`config.mk`:
```
export PLATFORM = sky130hd
export DESIGN_NAME = dm_arbiter_flat
export DESIGN_NICKNAME = d
export VERILOG_FILES = /design/src/rtl/dm_arbiter_if.sv /design/src/rtl/dm_arbiter.sv /design/src/flat_wrapper.sv
export SDC_FILE = /design/constraint.sdc
export NUM_CORES = 1
export LEC_CHECK = 0
export BUFFER_PORTS_ARGS = -buffer_cell sky130_fd_sc_hd__buf_2
export CORE_AREA = 8 8 136 138
export DETAILED_ROUTE_END_ITERATION = 10
export DIE_AREA = 0 0 144 146
export GPL_ROUTABILITY_DRIVEN = 0
export PLACE_DENSITY = 0.44
export RECOVER_POWER = 100
export SLEW_MARGIN = 15
export SYNTH_ARGS = -nofsm -noshare
export SYNTH_HDL_FRONTEND = slang
export SYNTH_SLANG_ARGS = --single-unit
export TNS_END_PERCENT = 5
```
`constraint.sdc`:
```
create_clock -name clk -period 2.6 [get_ports clk]
set_clock_uncertainty 0.1 [all_clocks]
set_input_delay 0.52 -clock clk [delete_from_list [all_inputs] [get_ports clk]]
set_output_delay 0.52 -clock clk [all_outputs]
set_load 0.01 [all_outputs]
```
`src/rtl/dm_arbiter_if.sv`:
```
// rtl/dm_arbiter_if.sv - one master's request/response port into the data-memory arbiter
interface dm_arbiter_if #(
  parameter int ADDR_W = 32,
  parameter int DATA_W = 32
);
  logic              req;
  logic              we;
  logic              lock;
  logic [ADDR_W-1:0] addr;
  logic [DATA_W-1:0] wdata;
  logic [31:0]       pc;
  logic              ack;
  logic [DATA_W-1:0] rdata;

  modport master (output req, we, lock, addr, wdata, pc, input ack, rdata);
  modport slave  (input req, we, lock, addr, wdata, pc, output ack, rdata);
endinterface

```
`src/rtl/dm_arbiter.sv`:
```
// rtl/dm_arbiter.sv - two-master round-robin data-memory arbiter with bounded locked bursts
// Optional DM_ARB_TRACE_EN prints one line per committed write.
module dm_arbiter #(
  parameter int ADDR_W    = 32,
  parameter int DATA_W    = 32,
  parameter int MAX_BURST = 4
) (
  input  logic              clk,
  input  logic              rst,
  dm_arbiter_if.slave       m0,
  dm_arbiter_if.slave       m1,
  output logic [ADDR_W-1:0] mem_addr,
  output logic [DATA_W-1:0] mem_wdata,
  output logic              mem_we,
  input  logic [DATA_W-1:0] mem_rdata
);
  typedef enum logic [1:0] {IDLE = 2'd0, OWN0 = 2'd1, OWN1 = 2'd2} state_t;
  localparam int CNT_W = 5;

  state_t           state, nextState;
  logic             last, nextLast;
  logic [CNT_W-1:0] beatCnt, nextBeatCnt;
  logic             ownIsM1, ownReq, ownLock, otherReq, beat, stay;

  // A beat only happens while owning with the owner requesting; reset suppresses it outright.
  always_comb begin
    ownIsM1  = (state == OWN1);
    ownReq   = ownIsM1 ? m1.req  : m0.req;
    ownLock  = ownIsM1 ? m1.lock : m0.lock;
    otherReq = ownIsM1 ? m0.req  : m1.req;
    beat     = (state != IDLE) && ownReq && !rst;
    stay     = ownReq && ownLock && (int'(beatCnt) + 1 < MAX_BURST);
  end

  always_comb begin
    nextState   = state;
    nextLast    = last;
    nextBeatCnt = beatCnt;
    case (state)
      IDLE: begin
        if (m0.req && m1.req) nextState = last ? OWN0 : OWN1;
        else if (m0.req)      nextState = OWN0;
        else if (m1.req)      nextState = OWN1;
      end
      OWN0, OWN1: begin
        if (beat) nextBeatCnt = beatCnt + CNT_W'(1);
        if (!stay) begin
          nextLast  = ownIsM1;
          nextState = otherReq ? (ownIsM1 ? OWN0 : OWN1) : IDLE;
        end
      end
      default: nextState = IDLE;
    endcase
    if (nextState != state && nextState != IDLE) nextBeatCnt = '0;
  end

  always_ff @(posedge clk) begin
    if (rst) begin
      state   <= IDLE;
      last    <= 1'b1;
      beatCnt <= '0;
    end else begin
      state   <= nextState;
      last    <= nextLast;
      beatCnt <= nextBeatCnt;
    end
  end

  always_comb begin
    m0.ack    = 1'b0;
    m1.ack    = 1'b0;
    m0.rdata  = '0;
    m1.rdata  = '0;
    mem_addr  = '0;
    mem_wdata = '0;
    mem_we    = 1'b0;
    if (state == OWN0) begin
      mem_addr  = m0.addr;
      mem_wdata = m0.wdata;
      mem_we    = beat && m0.we;
      m0.ack    = beat;
      m0.rdata  = beat ? mem_rdata : '0;
    end else if (state == OWN1) begin
      mem_addr  = m1.addr;
      mem_wdata = m1.wdata;
      mem_we    = beat && m1.we;
      m1.ack    = beat;
      m1.rdata  = beat ? mem_rdata : '0;
    end
  end

`ifdef DM_ARB_TRACE_EN
  always_ff @(posedge clk) begin
    if (!rst && mem_we) begin
      if (state == OWN1) $display("@%h: *%h <= %h", m1.pc, m1.addr, m1.wdata);
      else               $display("@%h: *%h <= %h", m0.pc, m0.addr, m0.wdata);
    end
  end
`else
  logic unusedPc;
  assign unusedPc = ^{m0.pc, m1.pc};
`endif
endmodule
```
`src/flat_wrapper.sv`:
```
// flat-port wrapper written by rule: the top's interface ports become plain ports
module dm_arbiter_flat 
#(
  parameter int ADDR_W    = 32,
  parameter int DATA_W    = 32,
  parameter int MAX_BURST = 4
)
  (clk, rst, mem_addr, mem_wdata, mem_we, mem_rdata, m0_req, m0_we, m0_lock, m0_addr, m0_wdata, m0_pc, m0_ack, m0_rdata, m1_req, m1_we, m1_lock, m1_addr, m1_wdata, m1_pc, m1_ack, m1_rdata);
  dm_arbiter_if #(.ADDR_W(ADDR_W), .DATA_W(DATA_W)) m0_i ();
  dm_arbiter_if #(.ADDR_W(ADDR_W), .DATA_W(DATA_W)) m1_i ();
  input  logic clk;
  input  logic rst;
  output logic [ADDR_W-1:0] mem_addr;
  output logic [DATA_W-1:0] mem_wdata;
  output logic mem_we;
  input  logic [DATA_W-1:0] mem_rdata;
  input wire logic [$bits(m0_i.req)-1:0] m0_req;
  input wire logic [$bits(m0_i.we)-1:0] m0_we;
  input wire logic [$bits(m0_i.lock)-1:0] m0_lock;
  input wire logic [$bits(m0_i.addr)-1:0] m0_addr;
  input wire logic [$bits(m0_i.wdata)-1:0] m0_wdata;
  input wire logic [$bits(m0_i.pc)-1:0] m0_pc;
  output wire logic [$bits(m0_i.ack)-1:0] m0_ack;
  output wire logic [$bits(m0_i.rdata)-1:0] m0_rdata;
  input wire logic [$bits(m1_i.req)-1:0] m1_req;
  input wire logic [$bits(m1_i.we)-1:0] m1_we;
  input wire logic [$bits(m1_i.lock)-1:0] m1_lock;
  input wire logic [$bits(m1_i.addr)-1:0] m1_addr;
  input wire logic [$bits(m1_i.wdata)-1:0] m1_wdata;
  input wire logic [$bits(m1_i.pc)-1:0] m1_pc;
  output wire logic [$bits(m1_i.ack)-1:0] m1_ack;
  output wire logic [$bits(m1_i.rdata)-1:0] m1_rdata;
  assign m0_i.req = m0_req;
  assign m0_i.we = m0_we;
  assign m0_i.lock = m0_lock;
  assign m0_i.addr = m0_addr;
  assign m0_i.wdata = m0_wdata;
  assign m0_i.pc = m0_pc;
  assign m0_ack = m0_i.ack;
  assign m0_rdata = m0_i.rdata;
  assign m1_i.req = m1_req;
  assign m1_i.we = m1_we;
  assign m1_i.lock = m1_lock;
  assign m1_i.addr = m1_addr;
  assign m1_i.wdata = m1_wdata;
  assign m1_i.pc = m1_pc;
  assign m1_ack = m1_i.ack;
  assign m1_rdata = m1_i.rdata;
  dm_arbiter #(.ADDR_W(ADDR_W), .DATA_W(DATA_W), .MAX_BURST(MAX_BURST)) u_core (.clk(clk), .rst(rst), .m0(m0_i), .m1(m1_i), .mem_addr(mem_addr), .mem_wdata(mem_wdata), .mem_we(mem_we), .mem_rdata(mem_rdata));
endmodule
```
# After elaboration in Yosys (flattened, before gate mapping)
# Cells that the tools add are included.
# word_totals
wordCells	50
in_bits	232
out_inout_bits	131
regBits	8
# op_classes
eq_ne	3
order_cmp	1
n_reduce_logical	16
add_sub_neg	2
muxes	24
n_bitwise	1
# op_table
cell	n
32-bit 2-to-1 mux	8
32-bit by 4-bit less-than comparator with 1-bit output (second input constant)	1
2-bit 2-to-1 mux	7
1-bit logical AND	8
1-bit 2-to-1 mux	8
5-bit by 1-bit adder with 6-bit output (second input constant)	1
5-bit by 1-bit adder with 5-bit output (second input constant)	1
2-bit one-hot mux with 2 select lines	1
2-bit AND reduction	2
2-bit nonzero test	2
2-bit OR reduction	2
2-bit by 1-bit == test with 1-bit output (second input constant)	1
2-bit == test (second input constant)	1
2-bit logical NOT	1
2-bit != test	1
1-bit logical NOT	1
1-bit inverter	1

# Longest topological paths before layout
# Gate-level depths: netlist of run 1.
# logic_depth
depth_word	9
ltp_mapped	8
ltp_nobuf	7

# Worst setup path after synthesis of run 1
# OpenSTA, ideal clock, no wires.
# synth_path
kind	register to output
start	reg u_core.state[0]
end	out m0_rdata[10]
n_path_buf	2
arrival_time_ns	1.845
stages_incl_launch_ff	8
setup_slack_ns	0.135
required_ns	1.980
cell_sequence	dfxtp_1 > inv_1 > ha_1 > buf_6 > nand2b_4 > a211oi_1 > clkbuf_1 > and3_1
# synth_via
elab_chain_len	6
elab_cells_between_ends	8
cone_classes	2 x eq/ne; 3 x mux; 3 x reduce/logical
# synth_rtl
element	line	source
start: declaration	dm_arbiter.sv:20	state_t state, nextState;
start signal: assignment	dm_arbiter.sv:63	state <= nextState;
2-bit == test	dm_arbiter.sv:27	ownIsM1 = (state == OWN1);
via u_core.ownIsM1	dm_arbiter.sv:23	logic ownIsM1, ownReq, ownLock, otherReq, beat, stay;
1-bit 2-to-1 mux	dm_arbiter.sv:28	ownReq = ownIsM1 ? m1.req : m0.req;
1-bit logical AND (2 in series)	dm_arbiter.sv:31	beat = (state != IDLE) && ownReq && !rst;
32-bit 2-to-1 mux	dm_arbiter.sv:82	m0.rdata = beat ? mem_rdata : '0;
32-bit 2-to-1 mux	dm_arbiter.sv:77	if (state == OWN0) begin
end: declaration	flat_wrapper.sv:24	output wire logic [$bits(m0_i.rdata)-1:0] m0_rdata;
# The timed path passes the listed nets, and every way through them passes these cells.

# Worst setup path in the final report of run 1
# layout_path
start	reg u_core.state[0]
end	out m1_rdata[6]
# layout_via
elab_chain_len	7
elab_cells_between_ends	9
cone_classes	2 x eq/ne; 4 x mux; 3 x reduce/logical
# layout_rtl
element	line	source
2-bit == test *	dm_arbiter.sv:27	
via u_core.ownIsM1	dm_arbiter.sv:23	
1-bit 2-to-1 mux	dm_arbiter.sv:28	
1-bit logical AND (2 in series)	dm_arbiter.sv:31	
32-bit 2-to-1 mux	dm_arbiter.sv:88	m1.rdata = beat ? mem_rdata : '0;
32-bit 2-to-1 mux *	dm_arbiter.sv:83	end else if (state == OWN1) begin
32-bit 2-to-1 mux *	dm_arbiter.sv:77	
end: declaration	flat_wrapper.sv:32	output wire logic [$bits(m1_i.rdata)-1:0] m1_rdata;
# The timed path passes the listed nets; every way through them passes the cells marked *.

==> results_dict.tcl, run 1 <==
set metrics [dict create \
    layoutNonFillerInstCount 757 \
    ys_seq_elements 8 \
    synth.cell_area_sq_um 1820 \
    cp-end-kind "output port" \
    p_seq_frac 0.090 \
    rsz0062_at_grt "false" \
    cellLeakagePower_nw 2.14 \
    grt_pass1_vias 3058 \
    max_stage_delay_ns 0.31 \
    crit_type "flop to output port" \
    final_common_cell "buf_2" \
    finalCritPeriodShare 0.957 \
    timing.rr.start "u_core.state[0]" \
    whs_ns 0.463 \
    clk_pin_slew_ns 0.04 \
    slowest_stage "dfxtp_1" \
    worst_slack_ns 0.111 \
    final_cell_mix "buf_2 (255), a22o_1 (65), clkbuf_1 (39)" \
    cp_top_family "buffers and inverters" \
    ys_async_sr_fraction 0 \
    min_path_type "flop to flop" \
    grt_overflow 0 \
    multi_input_area_sq_um 1560 \
    regArea_sq_um 164 \
    finalHoldViolCount 0 \
    die_h_um 146 \
    syn_avg_cell_area_sq_um 7.53 \
    max_freq_ghz 0.402 \
    cp_max_fo 17 \
    outcome "completed" \
    post-dp-hpwl_um 11000 \
    cp_common_cell "buf_4" \
    finalSetupViolCount 0 \
    std_cell_rows 47 \
    place_inst 749 \
    grt_usage 0.109 \
    die_w_um 144 \
    nets 775 \
    num-fill-cells 1852 \
    syn_nets 479 \
    synth_edf_count 0 \
    worstPathArrival_ns 1.87 \
    start_util 0.112 \
    io_buffers 298 \
    ys_types 40 \
    ys_warn_count 0 \
    tns_ns 0 \
    hold_start "u_core.beatCnt[1]" \
    fin_crit_ns 2.49 \
    root_buffer "clkbuf_16" \
    final_area_sq_um 3750 \
    seq_area_frac_synth 0.0879 \
    cts_buffer_depth 2 \
    numCtsBuffers 3 \
    fin_total_pwr_mw 1.73 \
    peakVddDrop_mv 0.237 \
    ios 363 \
    grt_antenna_before_repair 2 \
    drc 0 \
    ant_nets 0 \
    viasPerCell 4.11 \
    tightest_slew_ns 0.467 \
    syn_inst 242 \
    path_cells "inv_2 > ha_4 > nand2_1 > buf_4 > nor4_4 > buf_4 > clkbuf_16 > and2_1 > buf_2" \
    dieArea_sq_um 21000 \
    first_iter_violations 170 \
    worstSetupStartpointType "flop" \
    p_per_area_nw_per_um2 460 \
    critPathBufInv 5 \
    grt_start_max_net_pins 70 \
    postLayoutCoreUtil 0.230 \
    insertion_delay_ns 0.23 \
    grt_pass1_wl_um 18200 \
    htreeDepth 1 \
    cts.sinks 8 \
    avgRoutedWirePerCell_um 17.5 \
    vias 3112 \
    synthToLayoutAreaGrowth_pct 106 \
    slew-limit-headroom 0.688 \
    pwr-share-clk 0.153 \
    routed_wl_um 13200 \
    synth_flop_cell "dfxtp_1" \
    combPwrFrac 0.757 \
    placed_cell_area_sq_um 3680 \
    drive_above_1_share 0.552 \
    max-cap-violations 0 \
    switching_share 0.476 \
    internal-power_mw 0.905 \
    crit_path_start "u_core.state[0]" \
    coreArea_sq_um 16300 \
    drt-pass1-iter-count 5 \
    post-place-ws_ns 0.173 \
    p_sw_mw 0.823 \
    finalMaxSlewViolations 0 \
    required_ns 1.98 \
    cts_tree "done" \
    cts_hold_buffers 0 \
]
state kept, by name, indices dropped and copies added (netlist names):
name            flops
u_core.state        2
u_core.last         1
u_core.beatCnt      5
cells in the mapped netlist (2+ instances only):
library cell / count / share of area
and3_1: 32 / 0.11
a21oi_1: 6 / 0.016
nand4_1: 2 / 0.0069
nand2_1: 7 / 0.014
ha_1: 5 / 0.034
a22o_1: 65 / 0.31
dfxtp_1: 8 / 0.088
a211oi_1: 2 / 0.0082
o21ai_0: 5 / 0.014
inv_1: 5 / 0.010
nor2b_1: 6 / 0.021
xor2_1: 3 / 0.014
a211o_1: 2 / 0.0096
a211oi_2: 2 / 0.014
nor3_1: 7 / 0.019
nor2_1: 4 / 0.0082
buf_6: 2 / 0.012
and2_1: 33 / 0.11
clkbuf_1: 23 / 0.047
a21boi_0: 3 / 0.012
power groups by stage:
stage | Sequential, mW | Combinational, mW | Clock [mW]
floorplan | 0.151 | 0.733 | 0
global placement | 0.153 | 1.37 | 0
detailed placement | 0.152 | 1.35 | 0
CTS | 0.151 | 1.36 | 0.272
global route | 0.158 | 1.42 | 0.281
finish | 0.155 | 1.31 | 0.265
timing repair:
item	in CTS	in global routing
setup endpoints to repair	10	60
resized for setup	2	7
cloned	0	1
setup buffers	2	1
pin swaps	0	2
metal layers:
layer  wire (um)  GRT usage  up-vias
li1            -          -     1524
met2        6680      0.207      172
met1        4840      0.116     1399
met3        1430     0.0249       17
met5           0          0        -
met4         278     0.0295        0
cells by family (layout without fill, tap and decap cells):
group                    after synthesis  in the layout  share of synthesized area
XOR/XNOR                               4              4                     0.0192
buffers and inverters                 32            326                     0.0748
other                                  0              1                          0
flip-flops                             8              8                     0.0878
multiplexers                           1              1                    0.00549
adder cells (fa/ha/maj)                5              5                     0.0343
AND/OR/NAND/NOR                       98             98                      0.334
AO/OA/AOI/OAI                         94             94                      0.445
path summary, 6_finish.rpt:
check	endpoint	slack (ns)	cells past startpoint
worst min-delay path	u_core.beatCnt[1]	0.46	2
worst max register to register	u_core.beatCnt[0]	0.15	9
worst min register to register	u_core.beatCnt[1]	0.46	2
worst max-delay path	m1_rdata[6]	0.11	9
worst register-to-register path: cells and delay by family (launching register included):
kind                     cells  cell delay (ns)
AND/OR/NAND/NOR              2             0.31
buffers and inverters        3             0.41
AO/OA/AOI/OAI                3             0.90
flip-flops                   1             0.33
adder cells (fa/ha/maj)      1             0.27
cell type report:
type                       count  area share
antenna                        1    0.000667
clock buffer                   3      0.0200
inverter                       5     0.00500
multi-input combinational    202       0.417
sequential                     8      0.0437
tap                          220      0.0733
timing repair buffer         318       0.441
No activity file was read; power rests on OpenSTA's default activity.
==> run 2, diff against run 1 <==
CELL_PAD_IN_SITES_DETAIL_PLACEMENT = 1   (was default)
CELL_PAD_IN_SITES_GLOBAL_PLACEMENT = 1   (was default)
CORE_AREA = 8 8 134 136   (was 8 8 136 138)
DIE_AREA = 0 0 142 144   (was 0 0 144 146)
PLACE_DENSITY = 0.71   (was 0.44)
==> results_dict.tcl, run 2 (synthesized netlist as in run 1, its figures left out) <==
set metrics [dict create \
    outcome "completed" \
    num-fill-cells 2065 \
    dieArea_sq_um 20400 \
    min_path_type "flop to flop" \
    required_ns 1.98 \
    grt_overflow 0 \
    root_buffer "clkbuf_16" \
    regMostFlops "u_core.beatCnt" \
    peakVddDrop_mv 0.142 \
    reg2reg_slack_ns 0.22 \
    r2r_end "u_core.beatCnt[0]" \
    clk_pin_slew_ns 0.04 \
    finalCritPeriodShare 0.967 \
    path_cells "inv_1 > buf_4 > ha_4 > nor2b_4 > buf_12 > a22o_1 > buf_2" \
    grt_usage 0.112 \
    worst_slack_ns 0.0858 \
    max-cap-violations 0 \
    tightest_slew_ns 0.482 \
    crit_path_start "u_core.state[1]" \
    drt-pass1-iter-count 4 \
    vias 3143 \
    drive_above_1_share 0.619 \
    fin_total_pwr_mw 1.80 \
    final_cell_mix "buf_2 (293), a22o_1 (64), and3_1 (32), and2_1 (32), buf_4 (8)" \
    htreeDepth 1 \
    finalMaxSlewViolations 0 \
    routed_wl_um 13600 \
    die_h_um 144 \
    nets 772 \
    critPathBufInv 4 \
    max_stage_delay_ns 0.40 \
    avgRoutedWirePerCell_um 18.1 \
    cts_buffer_depth 2 \
    grtUsageMet3 0.0307 \
    fin_crit_ns 2.51 \
    cts_tree "done" \
    worstSetupStartpointType "flop" \
    cp_max_fo 64 \
    grt-busiest-layer "met2" \
    max_freq_ghz 0.398 \
    ios 363 \
    worstPathArrival_ns 1.89 \
    first_iter_violations 103 \
    slew-limit-headroom 0.679 \
    largest_reg_flops 5 \
    ant_nets 0 \
    top_regs "u_core.beatCnt (5), u_core.state (2), u_core.last (1)" \
    insertion_delay_ns 0.23 \
    io_buffers 298 \
    grt_antenna_before_repair 0 \
    cts.sinks 8 \
    viasPerCell 4.17 \
    cellLeakagePower_nw 2.28 \
    tns_ns 0 \
    die_w_um 142 \
    cp_top_family "buffers and inverters" \
    cp-endpoint "mem_addr[27]" \
    std_cell_rows 47 \
    cp-end-kind "output port" \
    grt_pass1_wl_um 18200 \
    crit_cells 7 \
    synthToLayoutAreaGrowth_pct 110 \
    post-dp-hpwl_um 11500 \
    final_common_cell "buf_2" \
    postLayoutCoreUtil 0.238 \
    grt_start_max_net_pins 67 \
    post-place-ws_ns 0.174 \
    slowest_stage "dfxtp_2" \
    start_util 0.114 \
    timing.rr.start "u_core.state[0]" \
    rsz0062_at_grt "true" \
    n_antenna_cell 0 \
    coreArea_sq_um 16100 \
    grt_pass1_vias 3012 \
    use_met2 0.199 \
    numCtsBuffers 3 \
    drc 0 \
    finalHoldViolCount 0 \
    finalSetupViolCount 0 \
    reg2reg_depth 9 \
    met1_usage 0.129 \
    crit_type "flop to output port" \
    p_per_area_nw_per_um2 471 \
]
[run 2: changes by cell type in the layout (fill, tap and decap cells not counted), sizes merged]
cell,change
buf,+36
clkbuf,-39
diode,-1
[run 2: cell type report]
cell class                      count  area, sq um  area share
Clock buffer                        3         75.1      0.0196
Inverter                            5         18.8     0.00490
Multi-Input combinational cell    202         1600       0.417
Timing Repair Buffer              315         1700       0.444
Tap cell                          220          275      0.0719
Sequential cell                     8          161      0.0422
[run 2: worst min path at each step]
stage                                 start                 to  slack [ns]  cells after the start
after floorplan           u_core.beatCnt[1]  u_core.beatCnt[1]        0.44                      2
after global placement    u_core.beatCnt[1]  u_core.beatCnt[1]        0.46                      2
after detailed placement  u_core.beatCnt[1]  u_core.beatCnt[1]        0.47                      2
after CTS                 u_core.beatCnt[1]  u_core.beatCnt[1]        0.47                      2
after global routing      u_core.beatCnt[4]  u_core.beatCnt[4]        0.49                      2
final                     u_core.beatCnt[1]  u_core.beatCnt[1]        0.47                      2
[run 2: repair_timing]
| item | 4_1_cts | 5_1_grt |
|---|---|---|
| pin swaps | 1 | 1 |
| buffers inserted | 0 | 3 |
| resized for setup | 3 | 8 |
| gates cloned | 0 | 1 |
| hold buffers | 0 | 0 |
| setup endpoints to repair | 21 | 33 |
[run 2: metrics by stage]
stage | hold slack (ns) | cells | cell area (sq um)
6_report | 0.473 | 753 | 3830
5_1_grt | 0.487 | 753 | 3830
2_1_floorplan | 0.436 | 242 | 1820
3_5_place_dp | 0.474 | 746 | 3650
4_1_cts | 0.468 | 749 | 3740
3_3_place_gp | 0.460 | 746 | 3650
[run 2: where the power goes]
part	internal, mW	switching, mW	leakage, nW	total (mW)
clock network	0.198	0.0614	0.0370	0.260
logic	0.634	0.754	2.17	1.39
registers	0.137	0.0190	0.0655	0.156
total	0.970	0.834	2.28	1.80
[run 2: metal layers]
layer | vias to the layer above | share of wire
li1 | 1513 | -
met1 | 1471 | 0.39
met2 | 143 | 0.51
met3 | 16 | 0.085
met4 | 0 | 0.018
met5 | - | 0
[run 2: tightest hold or removal path, delay by kind of cell (launching register included)]
family	cells	cell delay [ns]
AND/OR/NAND/NOR	1	0.06
flip-flops	1	0.33
multiplexers	1	0.13
